### config.mk
export PLATFORM = sky130hd
export DESIGN_NAME = spi_master_sched
export DESIGN_NICKNAME = d
export VERILOG_FILES = /design/src/rtl/spi_master_sched.sv
export SDC_FILE = /design/constraint.sdc
export NUM_CORES = 1
export LEC_CHECK = 0
export CAP_MARGIN = 5
export CORE_MARGIN = 2
export CORE_UTILIZATION = 35
export CTS_CLUSTER_SIZE = 25
export DETAILED_ROUTE_END_ITERATION = 6
export PLACE_DENSITY_LB_ADDON = 0.05
export SLEW_MARGIN = 10
export SYNTH_ARGS = -nofsm -noshare
export SYNTH_HDL_FRONTEND = slang
export SYNTH_SLANG_ARGS = --single-unit
### constraint.sdc
create_clock -name clk -period 2.2 [get_ports clk]
set_clock_uncertainty 0.2 [all_clocks]
set_input_delay 0.22 -clock clk [delete_from_list [all_inputs] [get_ports clk]]
set_output_delay 0.22 -clock clk [all_outputs]
set_load 0.02 [all_outputs]
### src/rtl/spi_master_sched.sv
// Two-requester SPI Mode 0 master that arbitrates, sends a 16-bit {rw, addr, data} frame and returns read data.
// Define SPI_SCHED_RR_EN for round-robin arbitration; by default requester 0 has fixed priority.
module spi_master_sched #(
  parameter int CLK_DIV = 4
) (
  input  logic        clk,
  input  logic        rst,
  input  logic [1:0]  req_valid,
  output logic [1:0]  req_ready,
  input  logic [1:0]  req_rw,
  input  logic [13:0] req_addr,
  input  logic [15:0] req_wdata,
  output logic [1:0]  rsp_valid,
  output logic [7:0]  rsp_rdata,
  output logic        busy,
  output logic        cs_n,
  output logic        sck,
  output logic        mosi,
  input  logic        miso
);

  typedef enum logic [1:0] {IDLE, GRANT, SHIFT, GAP} state_t;

  localparam int DW = (CLK_DIV > 1) ? $clog2(CLK_DIV) : 1;
  localparam logic [DW-1:0] DIV_LAST = DW'(CLK_DIV - 1);
  localparam logic [DW-1:0] DIV_ONE  = DW'(1);

  state_t        state_q, state_d;
  logic [DW-1:0] div_q, div_d;
  logic [5:0]    half_q, half_d;
  logic [15:0]   frame_q, frame_d;
  logic          idx_q, idx_d;
  logic [7:0]    shift_q, shift_d;
  logic          rise_q, rise_d;
  logic          cs_n_q, cs_n_d;
  logic          sck_q, sck_d;
  logic          mosi_q, mosi_d;
  logic [1:0]    rsp_valid_q, rsp_valid_d;
  logic [7:0]    rsp_rdata_q, rsp_rdata_d;
`ifdef SPI_SCHED_RR_EN
  logic          last_q, last_d;
`endif

  logic [1:0]  grant_s;
  logic        win_s;
  logic        new_rw_s;
  logic [6:0]  new_addr_s;
  logic [7:0]  new_wdata_s;
  logic [15:0] new_frame_s;

  // Arbitration is only live in IDLE and never during reset.
  always_comb begin
    grant_s = 2'b00;
    if (state_q == IDLE && !rst) begin
`ifdef SPI_SCHED_RR_EN
      if (req_valid == 2'b11) grant_s = last_q ? 2'b01 : 2'b10;
      else                    grant_s = req_valid;
`else
      if (req_valid[0])       grant_s = 2'b01;
      else if (req_valid[1])  grant_s = 2'b10;
      else                    grant_s = 2'b00;
`endif
    end
    win_s       = grant_s[1];
    new_rw_s    = req_rw[win_s];
    new_addr_s  = win_s ? req_addr[13:7]  : req_addr[6:0];
    new_wdata_s = win_s ? req_wdata[15:8] : req_wdata[7:0];
    new_frame_s = {new_rw_s, new_addr_s, new_rw_s ? 8'h00 : new_wdata_s};
  end

  // half_d counts SCK half-periods since cs_n fell: odd = rising, even = falling, 32 = end of frame.
  always_comb begin
    state_d     = state_q;
    div_d       = div_q;
    half_d      = half_q;
    frame_d     = frame_q;
    idx_d       = idx_q;
    shift_d     = shift_q;
    rise_d      = 1'b0;
    cs_n_d      = cs_n_q;
    sck_d       = sck_q;
    mosi_d      = mosi_q;
    rsp_valid_d = 2'b00;
    rsp_rdata_d = rsp_rdata_q;
`ifdef SPI_SCHED_RR_EN
    last_d      = last_q;
`endif
    case (state_q)
      IDLE: begin
        if (grant_s != 2'b00) begin
          state_d = GRANT;
          frame_d = new_frame_s;
          idx_d   = win_s;
          cs_n_d  = 1'b0;
          mosi_d  = new_frame_s[15];
          div_d   = '0;
          half_d  = 6'd0;
`ifdef SPI_SCHED_RR_EN
          last_d  = win_s;
`endif
        end
      end
      GRANT, SHIFT: begin
        state_d = SHIFT;
        // miso is captured at the end of the first SCK-high cycle.
        if (rise_q) shift_d = {shift_q[6:0], miso};
        if (div_q == DIV_LAST) begin
          div_d  = '0;
          half_d = half_q + 6'd1;
          if (half_d[0]) begin
            sck_d  = 1'b1;
            rise_d = 1'b1;
          end else begin
            sck_d = 1'b0;
            if (half_d == 6'd32) begin
              cs_n_d      = 1'b1;
              mosi_d      = 1'b0;
              rsp_valid_d = idx_q ? 2'b10 : 2'b01;
              rsp_rdata_d = frame_q[15] ? shift_d : 8'h00;
              state_d     = GAP;
            end else begin
              mosi_d = frame_q[4'd15 - half_d[4:1]];
            end
          end
        end else begin
          div_d = div_q + DIV_ONE;
        end
      end
      GAP: begin
        if (div_q == DIV_LAST) begin
          state_d = IDLE;
          div_d   = '0;
        end else begin
          div_d = div_q + DIV_ONE;
        end
      end
      default: state_d = IDLE;
    endcase
  end

  // State and output registers with synchronous reset.
  always_ff @(posedge clk) begin
    if (rst) begin
      state_q     <= IDLE;
      div_q       <= '0;
      half_q      <= 6'd0;
      frame_q     <= 16'h0000;
      idx_q       <= 1'b0;
      shift_q     <= 8'h00;
      rise_q      <= 1'b0;
      cs_n_q      <= 1'b1;
      sck_q       <= 1'b0;
      mosi_q      <= 1'b0;
      rsp_valid_q <= 2'b00;
      rsp_rdata_q <= 8'h00;
`ifdef SPI_SCHED_RR_EN
      last_q      <= 1'b1;
`endif
    end else begin
      state_q     <= state_d;
      div_q       <= div_d;
      half_q      <= half_d;
      frame_q     <= frame_d;
      idx_q       <= idx_d;
      shift_q     <= shift_d;
      rise_q      <= rise_d;
      cs_n_q      <= cs_n_d;
      sck_q       <= sck_d;
      mosi_q      <= mosi_d;
      rsp_valid_q <= rsp_valid_d;
      rsp_rdata_q <= rsp_rdata_d;
`ifdef SPI_SCHED_RR_EN
      last_q      <= last_d;
`endif
    end
  end

  assign req_ready = grant_s;
  assign busy      = (state_q != IDLE) || (grant_s != 2'b00);
  assign rsp_valid = rsp_valid_q;
  assign rsp_rdata = rsp_rdata_q;
  assign cs_n      = cs_n_q;
  assign sck       = sck_q;
  assign mosi      = mosi_q;

endmodule

==> results.sh <==
export IMPL_core_area_um2=6870
export IMPL_slew_viol_final=0
export IMPL_viasPerCell=4.95
export IMPL_ant_nets=0
export IMPL_netlist_top_cells_area="dfxtp_1, mux2i_1, nor2_1"
export IMPL_critPathArrivalTime_ns=2.13
export IMPL_path_max_fanout=8
export IMPL_fin_area_um2=3390
export IMPL_netlist_area_um2=2520
export IMPL_syn_instance_count=272
export IMPL_num_vias=2158
export IMPL_worst_slew_pin_slew_ns=0.435
export IMPL_p_total_mw=2.64
export IMPL_ir_drop_mv=0.448
export IMPL_syn_avg_cell_area_um2=9.26
export IMPL_numPortBuffers=52
export IMPL_cap_violations=0
export IMPL_diodes=0
export IMPL_fin_crit_sh_pct=96.1
export IMPL_yosysTopAreaCell="dfxtp_1"
export IMPL_pin_count=53
export IMPL_synth_edf_count=0
export IMPL_drc=0
export IMPL_wl_per_cell_um=13.1
export IMPL_grt_overflow=0
export IMPL_fp_dieH_um=88.8
export IMPL_drt_first_pass_iters=4
export IMPL_grt_util_all_layers_pct=15.5
export IMPL_hold_path_class="reg -> reg"
export IMPL_nets=382
export IMPL_syn_nets=315
export IMPL_drt_wl_total_mm=5.70
export IMPL_powerDensity_nw_per_um2=778
export IMPL_tns_ns=0
export IMPL_die_area_um2=7890
export IMPL_synthFlopType="dfxtp_1"
export IMPL_drt_iter0_markers=84
export IMPL_fmax_ghz=0.473
export IMPL_cts_tree="yes"
export IMPL_clock_latency_ns=0.30
export IMPL_hold_violations=0
export IMPL_ys_warn_count=0
export IMPL_fin_crit_ns=2.11
export IMPL_grt_pass1_wl_mm=9.55
export IMPL_antenna_found_initial=0
export IMPL_synth_top_area_share_pct=38.9
export IMPL_cts_buffer_depth=2
export IMPL_yosysUniqueCellTypes=46
export IMPL_synth_most_common_cell="dfxtp_1"
export IMPL_multiInputGateArea_um2=1450
export IMPL_status="finished clean"
export IMPL_area_delta_synth_final_pct=34.6
export IMPL_grt_pass1_vias=2005
export IMPL_gp_congestion=0.797
export IMPL_power_leakage_nw=1.23
export IMPL_start_util_pct=36.7
export IMPL_die_w_um=88.8
export IMPL_final_layout_size_suffix_gt1_share_pct=14.7
export IMPL_dpl_hpwl_mm=4.20
export IMPL_grt_max_degree=27
export IMPL_h_tree_depth=2
export IMPL_slew_headroom_pct=71.0
export IMPL_rows=30
export IMPL_cp_required_ns=2.21
export IMPL_synthArstFlopShare_pct=0
export IMPL_crit_path_start_kind="register"
export IMPL_setup_viol=0
export IMPL_nFillCells=669
export IMPL_synth_common_cells="dfxtp_1, nor2_1, mux2i_1"
export IMPL_crit_type="reg -> reg"
export IMPL_placed_area_um2=3270
export IMPL_ys_seq_elements=49
export IMPL_cts_sinks=49
export IMPL_clkTransAtPathRegs_ns=0.10
export IMPL_cp_end_kind="register"
export IMPL_seq_area_um2=981
export IMPL_cts_root_buf="clkbuf_8"
export IMPL_numCtsBuffers=5
export IMPL_ys_seq_area_share_pct=38.9
power breakdown:
| group | switching (mW) | leakage, nW | internal [mW] |
|---|---|---|---|
| logic | 0.524 | 0.785 | 0.518 |
| registers | 0.0614 | 0.398 | 0.982 |
| clock network | 0.322 | 0.0447 | 0.230 |
worst max-delay path: stages, from the launching register on:
cell and delay, ns:
dfxtp_1 0.32, buf_4 0.16, ha_1 0.35, buf_4 0.18
mux4_1 0.21, mux2i_1 0.08, o211a_1 0.22, o41ai_2 0.31
routing by layer:
metal | vias to the layer above | part of all wire [%] | track usage, % | wire length, um
met5 | - | 0 | 0 | 0
met4 | 0 | 1.5 | 5.23 | 88
met3 | 9 | 5.0 | 3.82 | 287
met2 | 62 | 44 | 23.9 | 2500
met1 | 967 | 50 | 21.1 | 2830
li1 | 1120 | - | - | -
flip-flops by register name, indices dropped and copies added, names as in the netlist:
name / cells
div_q: 2
idx_q: 1
state_q: 2
mosi: 1
cs_n: 1
frame_q: 16
sck: 1
shift_q: 8
rsp_valid: 2
rsp_rdata: 8
rise_q: 1
half_q: 6
per-stage QoR:
stage               std cells  setup WS (ns)  utilization [%]  hold WS, ns
floorplan                 272         0.0776                -        0.184
global placement          428         0.0359             47.6        0.244
detailed placement        428         0.0329             47.6        0.246
CTS                       436        0.00590             48.9        0.270
global route              436       -0.00908             49.3        0.282
finish                    436         0.0858             49.3        0.268
logic make-up (layout without fill, tap and decap cells):
| family | Yosys count | in the layout | share of synthesized area [%] |
|---|---|---|---|
| AOI/OAI and AO/OA | 59 | 59 | 16.6 |
| and+or+nand+nor | 95 | 95 | 18.8 |
| adders and majority gates | 6 | 6 | 2.98 |
| DFF | 49 | 49 | 38.9 |
| buffers and inverters | 25 | 93 | 4.67 |
| muxes | 32 | 32 | 15.5 |
| xor gates and xnor gates | 6 | 6 | 2.38 |
worst paths after layout:
| kind | slack (ns) | cells after the start | startpoint | end |
|---|---|---|---|---|
| worst min-delay path | 0.27 | 2 | div_q[1] | div_q[1] |
| worst max-delay path | 0.09 | 7 | half_q[0] | mosi |
| worst max register to register | 0.09 | 7 | half_q[0] | mosi |
| worst min register to register | 0.27 | 2 | div_q[1] | div_q[1] |
cells in the final DEF, fill, tap and decap left out, types with 3 or more instances in the layout:
cell / synthesis / final
dfxtp_1: 49 / 49
dlygate4sd2_1: 0 / 3
nand3_1: 13 / 13
nand2_1: 13 / 13
ha_1: 6 / 4
a211oi_1: 8 / 8
clkbuf_8: 0 / 5
o21ai_0: 4 / 4
mux2i_1: 26 / 26
a22oi_1: 3 / 3
nor2_1: 33 / 33
and3_1: 3 / 3
o2bb2ai_1: 8 / 8
xnor2_1: 4 / 4
clkdlybuf4s50_1: 0 / 49
nor3_1: 15 / 14
a21oi_1: 23 / 22
nand3b_1: 3 / 3
mux4_1: 4 / 4
buf_4: 1 / 27
inv_1: 6 / 5
nand2b_1: 3 / 3
nor3b_1: 3 / 3
area by class of cell:
type / instances / share of cell area (%)
Clock buffer: 5 / 2.03
Clock inverter: 3 / 0.738
Inverter: 6 / 0.664
Multi-Input combinational cell: 198 / 42.9
Sequential cell: 49 / 28.9
Tap cell: 96 / 3.54
Timing Repair Buffer: 79 / 21.2
timing repair:
| action | in CTS | in global routing |
|---|---|---|
| hold buffers | 0 | 0 |
| buffers inserted | 0 | 0 |
| endpoints found under the setup margin | 3 | 18 |
| resized for setup | 3 | 7 |
No activity file was read; power rests on OpenSTA's default activity.
